### src/rtl/lw_hazard_stall_unit_pkg.sv
// Shared definitions for the load-use hazard stall unit.
//   REG_AW_DEF : default register-specifier width
//   state_t    : RUN/STALL encoding of the 1-bit stall FSM
//   ZERO_REG   : hard-wired zero register specifier (never a real dependency)
package lw_hazard_stall_unit_pkg;

  localparam int REG_AW_DEF = 5;

  typedef enum logic {
    ST_RUN   = 1'b0,
    ST_STALL = 1'b1
  } state_t;

  localparam logic [REG_AW_DEF-1:0] ZERO_REG = '0;

endpackage

### src/rtl/lw_hazard_stall_unit_compare.sv
// Pure combinational load-use hazard detector.
// Ports:
//   id_ex_lw, id_ex_rt          : load flag and destination of the instruction in EX
//   if_id_rs, if_id_rt          : source fields of the instruction in ID
//   if_id_uses_rt, if_id_valid  : ID actually reads rt / ID holds a real instruction
//   hazard                      : ID instruction needs the load result next cycle
module lw_hazard_compare
  import lw_hazard_stall_unit_pkg::*;
#(
  parameter int REG_AW = REG_AW_DEF
) (
  input  logic              id_ex_lw,
  input  logic [REG_AW-1:0] id_ex_rt,
  input  logic [REG_AW-1:0] if_id_rs,
  input  logic [REG_AW-1:0] if_id_rt,
  input  logic              if_id_uses_rt,
  input  logic              if_id_valid,
  output logic              hazard
);

  logic rs_hit, rt_hit, dst_live;

  // r0 can never carry a load result, so a match on it is not a dependency
  assign dst_live = (id_ex_rt != REG_AW'(ZERO_REG));
  assign rs_hit   = (id_ex_rt == if_id_rs);
  // rt only matters for formats that read it (R-type, sw, beq)
  assign rt_hit   = if_id_uses_rt & (id_ex_rt == if_id_rt);
  assign hazard   = id_ex_lw & if_id_valid & dst_live & (rs_hit | rt_hit);

endmodule

### src/rtl/lw_hazard_stall_unit.sv
// Load-use hazard stall unit: holds PC and IF/ID and injects one bubble into
// ID/EX when the ID instruction depends on a load currently in EX.
// Optional build macro: HAZARD_STAT_EN adds the CNT_W parameter, a saturating
// stall tally and the stall_count port.
// Ports:
//   clock, reset_n      : rising-edge clock, async active-low reset
//   id_ex_lw, id_ex_rt  : load flag / destination in ID/EX
//   if_id_rs, if_id_rt  : source fields in IF/ID
//   if_id_uses_rt       : IF/ID instruction reads rt
//   if_id_valid         : IF/ID holds a real instruction
//   flush               : taken branch/jump squashing IF/ID (wins over a hazard)
//   pc_write_en         : PC update enable
//   if_id_write_en      : IF/ID load enable
//   id_ex_bubble        : zero all ID/EX control inputs
//   stall_count         : stall tally, saturating (HAZARD_STAT_EN only)
module lw_hazard_stall_unit
  import lw_hazard_stall_unit_pkg::*;
#(
  parameter int REG_AW = REG_AW_DEF
`ifdef HAZARD_STAT_EN
  ,parameter int CNT_W = 16
`endif
) (
  input  logic              clock,
  input  logic              reset_n,
  input  logic              id_ex_lw,
  input  logic [REG_AW-1:0] id_ex_rt,
  input  logic [REG_AW-1:0] if_id_rs,
  input  logic [REG_AW-1:0] if_id_rt,
  input  logic              if_id_uses_rt,
  input  logic              if_id_valid,
  input  logic              flush,
  output logic              pc_write_en,
  output logic              if_id_write_en,
  output logic              id_ex_bubble
`ifdef HAZARD_STAT_EN
  ,output logic [CNT_W-1:0] stall_count
`endif
);

  state_t state_q, state_d;
  logic   hazard;
  logic   stall_go;

  lw_hazard_compare #(.REG_AW(REG_AW)) u_cmp (
    .id_ex_lw      (id_ex_lw),
    .id_ex_rt      (id_ex_rt),
    .if_id_rs      (if_id_rs),
    .if_id_rt      (if_id_rt),
    .if_id_uses_rt (if_id_uses_rt),
    .if_id_valid   (if_id_valid),
    .hazard        (hazard)
  );

  // Stall only from RUN; STALL always releases so each pair costs one cycle.
  // reset_n gates it so outputs sit at run values while reset is held.
  assign stall_go = reset_n & (state_q == ST_RUN) & hazard & ~flush;

  always_ff @(posedge clock or negedge reset_n) begin
    if (!reset_n) state_q <= ST_RUN;
    else          state_q <= state_d;
  end

  always_comb begin
    state_d = ST_RUN;
    if (stall_go) state_d = ST_STALL;
  end

  always_comb begin
    pc_write_en    = 1'b1;
    if_id_write_en = 1'b1;
    id_ex_bubble   = 1'b0;
    if (stall_go) begin
      pc_write_en    = 1'b0;
      if_id_write_en = 1'b0;
      id_ex_bubble   = 1'b1;
    end
  end

`ifdef HAZARD_STAT_EN
  always_ff @(posedge clock or negedge reset_n) begin
    if (!reset_n)                          stall_count <= '0;
    else if (stall_go && (~stall_count != '0)) stall_count <= stall_count + 1'b1;
  end
`endif

endmodule
### config.mk
export PLATFORM = sky130hd
export DESIGN_NAME = lw_hazard_stall_unit
export DESIGN_NICKNAME = d
export VERILOG_FILES = /design/src/rtl/lw_hazard_stall_unit_pkg.sv /design/src/rtl/lw_hazard_stall_unit_compare.sv /design/src/rtl/lw_hazard_stall_unit.sv
export SDC_FILE = /design/constraint.sdc
export NUM_CORES = 1
export LEC_CHECK = 0
export CAP_MARGIN = 20
export CELL_PAD_IN_SITES_DETAIL_PLACEMENT = 1
export CELL_PAD_IN_SITES_GLOBAL_PLACEMENT = 1
export CORE_MARGIN = 1
export CORE_UTILIZATION = 14
export DETAILED_ROUTE_END_ITERATION = 10
export PLACE_DENSITY = 0.74
export SYNTH_ARGS = -nofsm -noshare
export SYNTH_HDL_FRONTEND = slang
export SYNTH_SLANG_ARGS = --single-unit
### constraint.sdc
create_clock -name clock -period 1.7 [get_ports clock]
set_clock_uncertainty 0.2 [all_clocks]
set_input_delay 0.34 -clock clock [delete_from_list [all_inputs] [get_ports clock]]
set_output_delay 0.34 -clock clock [all_outputs]
set_load 0.01 [all_outputs]
==> metrics.md, run 1 <==
| Metric | Value |
|---|---|
| Register area share after synthesis | 0.1342 |
| Worst R2R Path Depth | 3 |
| Final min period | 1998 ps |
| Post-synth net total | 42 |
| Routability congestion estimate | 0.6265 |
| DRC marker count from the first detailed-route iteration | 0 |
| Drt pass-1 iters | 1 |
| Clk_lat worst skew | 0 ps |
| Hold slack | 435.5 ps |
| Row cnt | 12 |
| Pleak | 0.2008 nW |
| Setup violators final | 3 |
| Outcome | complete, but fails checks |
| Vias per cell | 4.290 |
| Final Hold Vio Count | 0 |
| R2r endpoint | state_q$_DFF_PN0_ |
| Total negative slack | -792.9 ps |
| Chip Height | roughly 38 µm |
| Vias | ~270 |
| Diodes inserted | 0 |
| Core ar. | 1171 µm² |
| Post-synth top cells | xnor2_1, nand2_1 |
| Layout cells sized above 1 | 0.4167 |
| Top FF cell, synth | dfrtp_1 |
| Crit end category | primary output |
| IO buf count | 23 |
| Post-Place Worst Slack | -1030 ps |
| VDD IR max | 0.1255 mV |
| Top reg by flops | state_q |
| Setup WS post-layout | -297.9 ps |
| PD cells | between 200 and 250 nW/µm² |
| Final core occ | 0.4103 |
| Yosys warning total | 0 |
| Crit path max fanout | 2 |
| Worst reg2reg startpoint | state_q$_DFF_PN0_ |
| Area share of the largest cell type after synthesis | 0.4698 |
| Mapped cell area | 186.4 µm² |
| CP arrival | 1460 ps |
| Max Cap Viol | 0 |
| Fin nets | 71 |
| Least-Margin Pin Slew | 210.6 ps |
| Slew HR | 0.8576 |
| Post-Synthesis Cells | 21 |
| Initial antenna violation count | 0 |
| Die W | 38.49 µm |
| Die area | about 1500 µm² |
| Worst EP required | 1160 ps |
| RSZ-0062 raised after global routing | true |
| Fraction of registers with async set/reset | 1.000 |
| Hold Crit Class | in -> async |
| Top flop regs | state_q x1 |
| Top cell type by total area after synthesis | xnor2_1 |
| First-pass GRT wire length | 945 µm |
| Crit path kind | in -> out |
| Clock slew at reported path FFs | 0 ps |
| Number of global-route vias before repair | 252 |
| Syn Area/Cell | 8.878 µm² |
| Grt ovf | 0 |
| Critical path startpoint | id_ex_rt[0] |
| Synth top area cells | xnor2_1, dfrtp_1, o2111a_1, or4_4, nor4bb_1 |
| Initial core utilization | 0.1592 |
| Syn-to-layout area delta | 157.7% |
| Drt wl/cell | 10.48 µm |
| Unique cell type count in the Yosys netlist | 11 |
| Number of synthesized flops with an enable pin | 0 |
| Slew Limit Fails | 0 |
| Residual DRC | 0 |
| Global Route Usage Sum | 0.08602 |
| Violated checks | negative setup slack |
| Count leader, synth | xnor2_1 |
| Fmax | 500.5 MHz |
| Final WL | 650 µm |
| Largest net degree at the start of global routing | 5 |
| Area occupied by multi-input gates | roughly 200 µm² |
| Post-DRT Antenna Nets | 0 |
| Total I/O pin count | 24 |
| #FFs+latches synth | 1 |
| Fillers | 147 |
| Worst reg-to-reg setup slack | 430 ps |
| Seq. cell area | 25.02 µm² |
| Period utilization | 1.175 |
| Number of flip-flops under the largest register name | 1 |
| Crit start category | primary input |
## how the worst max path moves through the flow
stage / end / slack (ps)
final: if_id_write_en / -300
after detailed placement: id_ex_bubble / -1030
after CTS: pc_write_en / -290
after floorplan: pc_write_en / -90
after global routing: if_id_write_en / -330
after global placement: if_id_write_en / -1010
## per-stage QoR
stage | cell area [µm²] | std cells | power, W
final | 480.5 | 62 | 0.0001157
after global routing | 480.5 | 62 | 0.0001232
after CTS | 464.2 | 62 | 0.0001127
after detailed placement | 466.7 | 60 | 0.0001187
after global placement | 466.7 | 60 | 0.0001176
after floorplan | 207.7 | 21 | 0.00005428
## cell type report
type,count,share of cell area
multi-input cells,19,0.4141
well taps,14,0.03646
repair buffers,28,0.4974
flip-flops and latches,1,0.05208
## worst max-delay path, cell delays in order
cell       delay [ps]
buf_8              90
or4_4             530
buf_6             130
o2111ai_4         190
buf_2             160
## repair_timing
action                                  4_1_cts  5_1_grt
pin swaps                                    19       12
gates resized for setup                      52       10
buffers inserted                              2        0
hold buffers                                  0        0
endpoints found under the setup margin        4        3
## cells in the final DEF, fill, tap and decap left out, types with 2 or more instances in the layout
cell type / Yosys / routed
buf_2: 0 / 5
buf_4: 1 / 4
buf_6: 0 / 3
clkdlybuf4s15_1: 0 / 4
clkdlybuf4s50_1: 0 / 2
dlygate4sd2_1: 0 / 8
nand2_1: 2 / 2
xnor2_1: 10 / 8
xnor2_2: 0 / 2
## metal layers
| layer | global-route usage | vias to the layer above | part of all wire |
|---|---|---|---|
| met3 | 0 | 0 | 0.051 |
| met2 | 0.1792 | 11 | 0.61 |
| met5 | 0 | - | 0 |
| met1 | 0.1003 | 122 | 0.34 |
| met4 | 0 | 0 | 0 |
| li1 | - | 133 | - |
## cell families (layout without fill, tap and decap cells)
| group | after synthesis | after routing | share of synthesized area |
|---|---|---|---|
| buffers and inverters | 1 | 28 | 0.04028 |
| XOR/XNOR | 10 | 10 | 0.4698 |
| AO/OA/AOI/OAI | 3 | 3 | 0.1410 |
| AND/OR/NAND/NOR | 6 | 6 | 0.2148 |
| flip-flops | 1 | 1 | 0.1342 |
## power by group
part / switching, W / total (W) / internal (W)
registers: 0.0000000514 / 0.0000244 / 0.0000243
logic: 0.0000324 / 0.0000913 / 0.0000589
clock network: 0 / 0 / 0
total: 0.0000325 / 0.000116 / 0.0000832
(Power assumes the default switching activity.)
==> inputs of run 2 (changes only) <==
Settings changed: CORE_AREA from default to 2 2 39 41, CORE_MARGIN 1 to default, CORE_UTILIZATION 14 to default, DIE_AREA from default to 0 0 41 43, DONT_BUFFER_PORTS from default to 1, PLACE_DENSITY 0.74 to 0.37.
==> metrics.md, run 2 (synthesized netlist as in run 1, its figures left out) <==
| Metric | Value |
|---|---|
| DRC marker count from the first detailed-route iteration | 1 |
| Setup WS post-layout | -31.09 ps |
| Diodes inserted | 0 |
| Gate power share | 0.622 |
| Fin nets | 46 |
| Drt pass-1 iters | 2 |
| Vias | 172 |
| IO buf count | 0 |
| Sw power | 0.00001424 W |
| Violated checks | negative setup slack |
| Clk_lat worst skew | 0 ps |
| Slew Limit Fails | 0 |
| Hold slack | 353.6 ps |
| Fillers | approximately 160 |
| Worst reg-to-reg setup slack | 440 ps |
| Slowest cell on crit path | or4_4 |
| Grt ovf | 0 |
| Residual DRC | 0 |
| Largest net degree at the start of global routing | 5 |
| Die area | roughly 1800 µm² |
| Hold path depth | 1 |
| Top flop regs | state_q x1 |
| Final core occ | 0.1799 |
| Die W | 41 µm |
| Sw Share | 0.2210 |
| Internal power | 0.00005018 W |
| RSZ-0062 raised after global routing | true |
| Number of flip-flops under the largest register name | 1 |
| Hold Crit Class | in -> reg |
| Number of global-route vias before repair | 196 |
| PD cells | 258.7 nW/µm² |
| Crit-path cells | or4_4 -> o2111a_2 |
| Worst path top cell family by delay | simple AND/OR/NAND/NOR gates |
| Final min period | roughly 1700 ps |
| Commonest non-fill, non-tap cell in the layout | xnor2_1 |
| Period utilization | 1.018 |
| Final WL | 512 µm |
| Initial core utilization | 0.1347 |
| Syn-to-layout area delta | 33.56% |
| Outcome | complete, but fails checks |
| Crit start category | primary input |
| Final Hold Vio Count | 0 |
| Hold path endpoint | state_q$_DFF_PN0_ |
| Post-DRT Antenna Nets | 0 |
| Total I/O pin count | 24 |
| Crit path kind | in -> out |
| Crit end category | primary output |
| Worst reg2reg startpoint | state_q$_DFF_PN0_ |
| Top reg by flops | state_q |
| Critical path startpoint | id_ex_rt[2] |
| Worst R2R Path Depth | 3 |
| Drt wl/cell | approximately 13 µm |
| Hold Startpoint | reset_n |
| VDD IR max | 0.1163 mV |
| Setup violators final | 1 |
| Row cnt | 14 |
| Worst EP required | 1160 ps |
| Global Route Usage Sum | 0.05600 |
| Sequential power share | 0.378 |
| Layout cells sized above 1 | 0.2609 |
| Clock power frac | 0 |
| Initial antenna violation count | 0 |
| Routability congestion estimate | 0.5362 |
| Chip Height | between 40 and 50 µm |
| Pleak | 0.06643 nW |
| Detailed placer's ending HPWL | 495.7 µm |
| Most frequent cells in the layout | xnor2_1, nand2_1, buf_4 |
| Slew HR | 0.8279 |
| Least-Margin Pin Slew | around 260 ps |
| Max Cap Viol | 0 |
| Post-Place Worst Slack | -37.19 ps |
| Post-CTS Setup Inserts | 0 |
| CP arrival | roughly 1200 ps |
| Crit path max fanout | 3 |
| R2r endpoint | state_q$_DFF_PN0_ |
| First-pass GRT wire length | 717 µm |
| WP buf/inv | 0 |
| Slowest stage delay, CP | between 500 and 600 ps |
| Vias per cell | approximately 4.4 |
| Fmax | 577.7 MHz |
| Core ar. | ~1400 µm² |
| Clock slew at reported path FFs | 0 ps |
run 2: final cells by class:
| cell class | count | area [µm²] | area share |
|---|---|---|---|
| Multi-Input combinational cell | 19 | 178.9 | 0.7186 |
| Sequential cell | 1 | 25.02 | 0.1005 |
| Timing Repair Buffer | 3 | 25.02 | 0.1005 |
| Tap cell | 16 | 20.02 | 0.08040 |
run 2: metal layers:
layer  part of all wire  vias to the layer above  routed length (µm)  GRT usage
met5                  0                        -                   0          0
met4                  0                        0                   0          0
met3               0.11                        0                  56    0.01047
met2               0.62                       10                 315     0.1219
met1               0.28                       81                 141    0.04762
li1                   -                       81                   -          -
run 2: how the worst max path moves through the flow:
stage,end,slack [ps],cells past startpoint
floorplan,pc_write_en,-90,3
global placement,id_ex_bubble,-30,2
detailed placement,id_ex_bubble,-40,2
CTS,id_ex_bubble,-40,2
global route,id_ex_bubble,-40,2
finish,id_ex_bubble,-30,2
run 2: repair_timing:
action                                 4_1_cts  5_1_grt
endpoints found under the hold margin        1        0
hold buffers                                 1        0
setup endpoints to repair                    3        3
resized for setup                            1        1
run 2: power by group through the flow:
stage | combinational, W | clock (W) | sequential [W]
6_report | 0.0000401 | 0 | 0.0000244
5_1_grt | 0.0000437 | 0 | 0.0000244
4_1_cts | 0.0000388 | 0 | 0.0000244
3_5_place_dp | 0.0000365 | 0 | 0.0000244
3_3_place_gp | 0.0000355 | 0 | 0.0000244
2_1_floorplan | 0.0000299 | 0 | 0.0000244
run 2: metrics by stage:
stage	instance area, µm²	TNS [ps]	total power [W]	std cells
2_1_floorplan	207.7	-89.70	0.00005428	21
3_3_place_gp	231.5	-36.36	0.00005990	38
3_5_place_dp	231.5	-42.21	0.00006087	38
4_1_cts	242.7	-44.51	0.00006314	39
5_1_grt	249.0	-78.02	0.00006809	39
6_report	249.0	-31.09	0.00006443	39
run 2: worst register-to-register path, delay by kind of cell, from the launching register on:
family                 cells  cell delay [ps]
AND/OR/NAND/NOR            1              250
flip-flops                 1              340
AO/OA/AOI/OAI              1              220
buffers and inverters      1              170
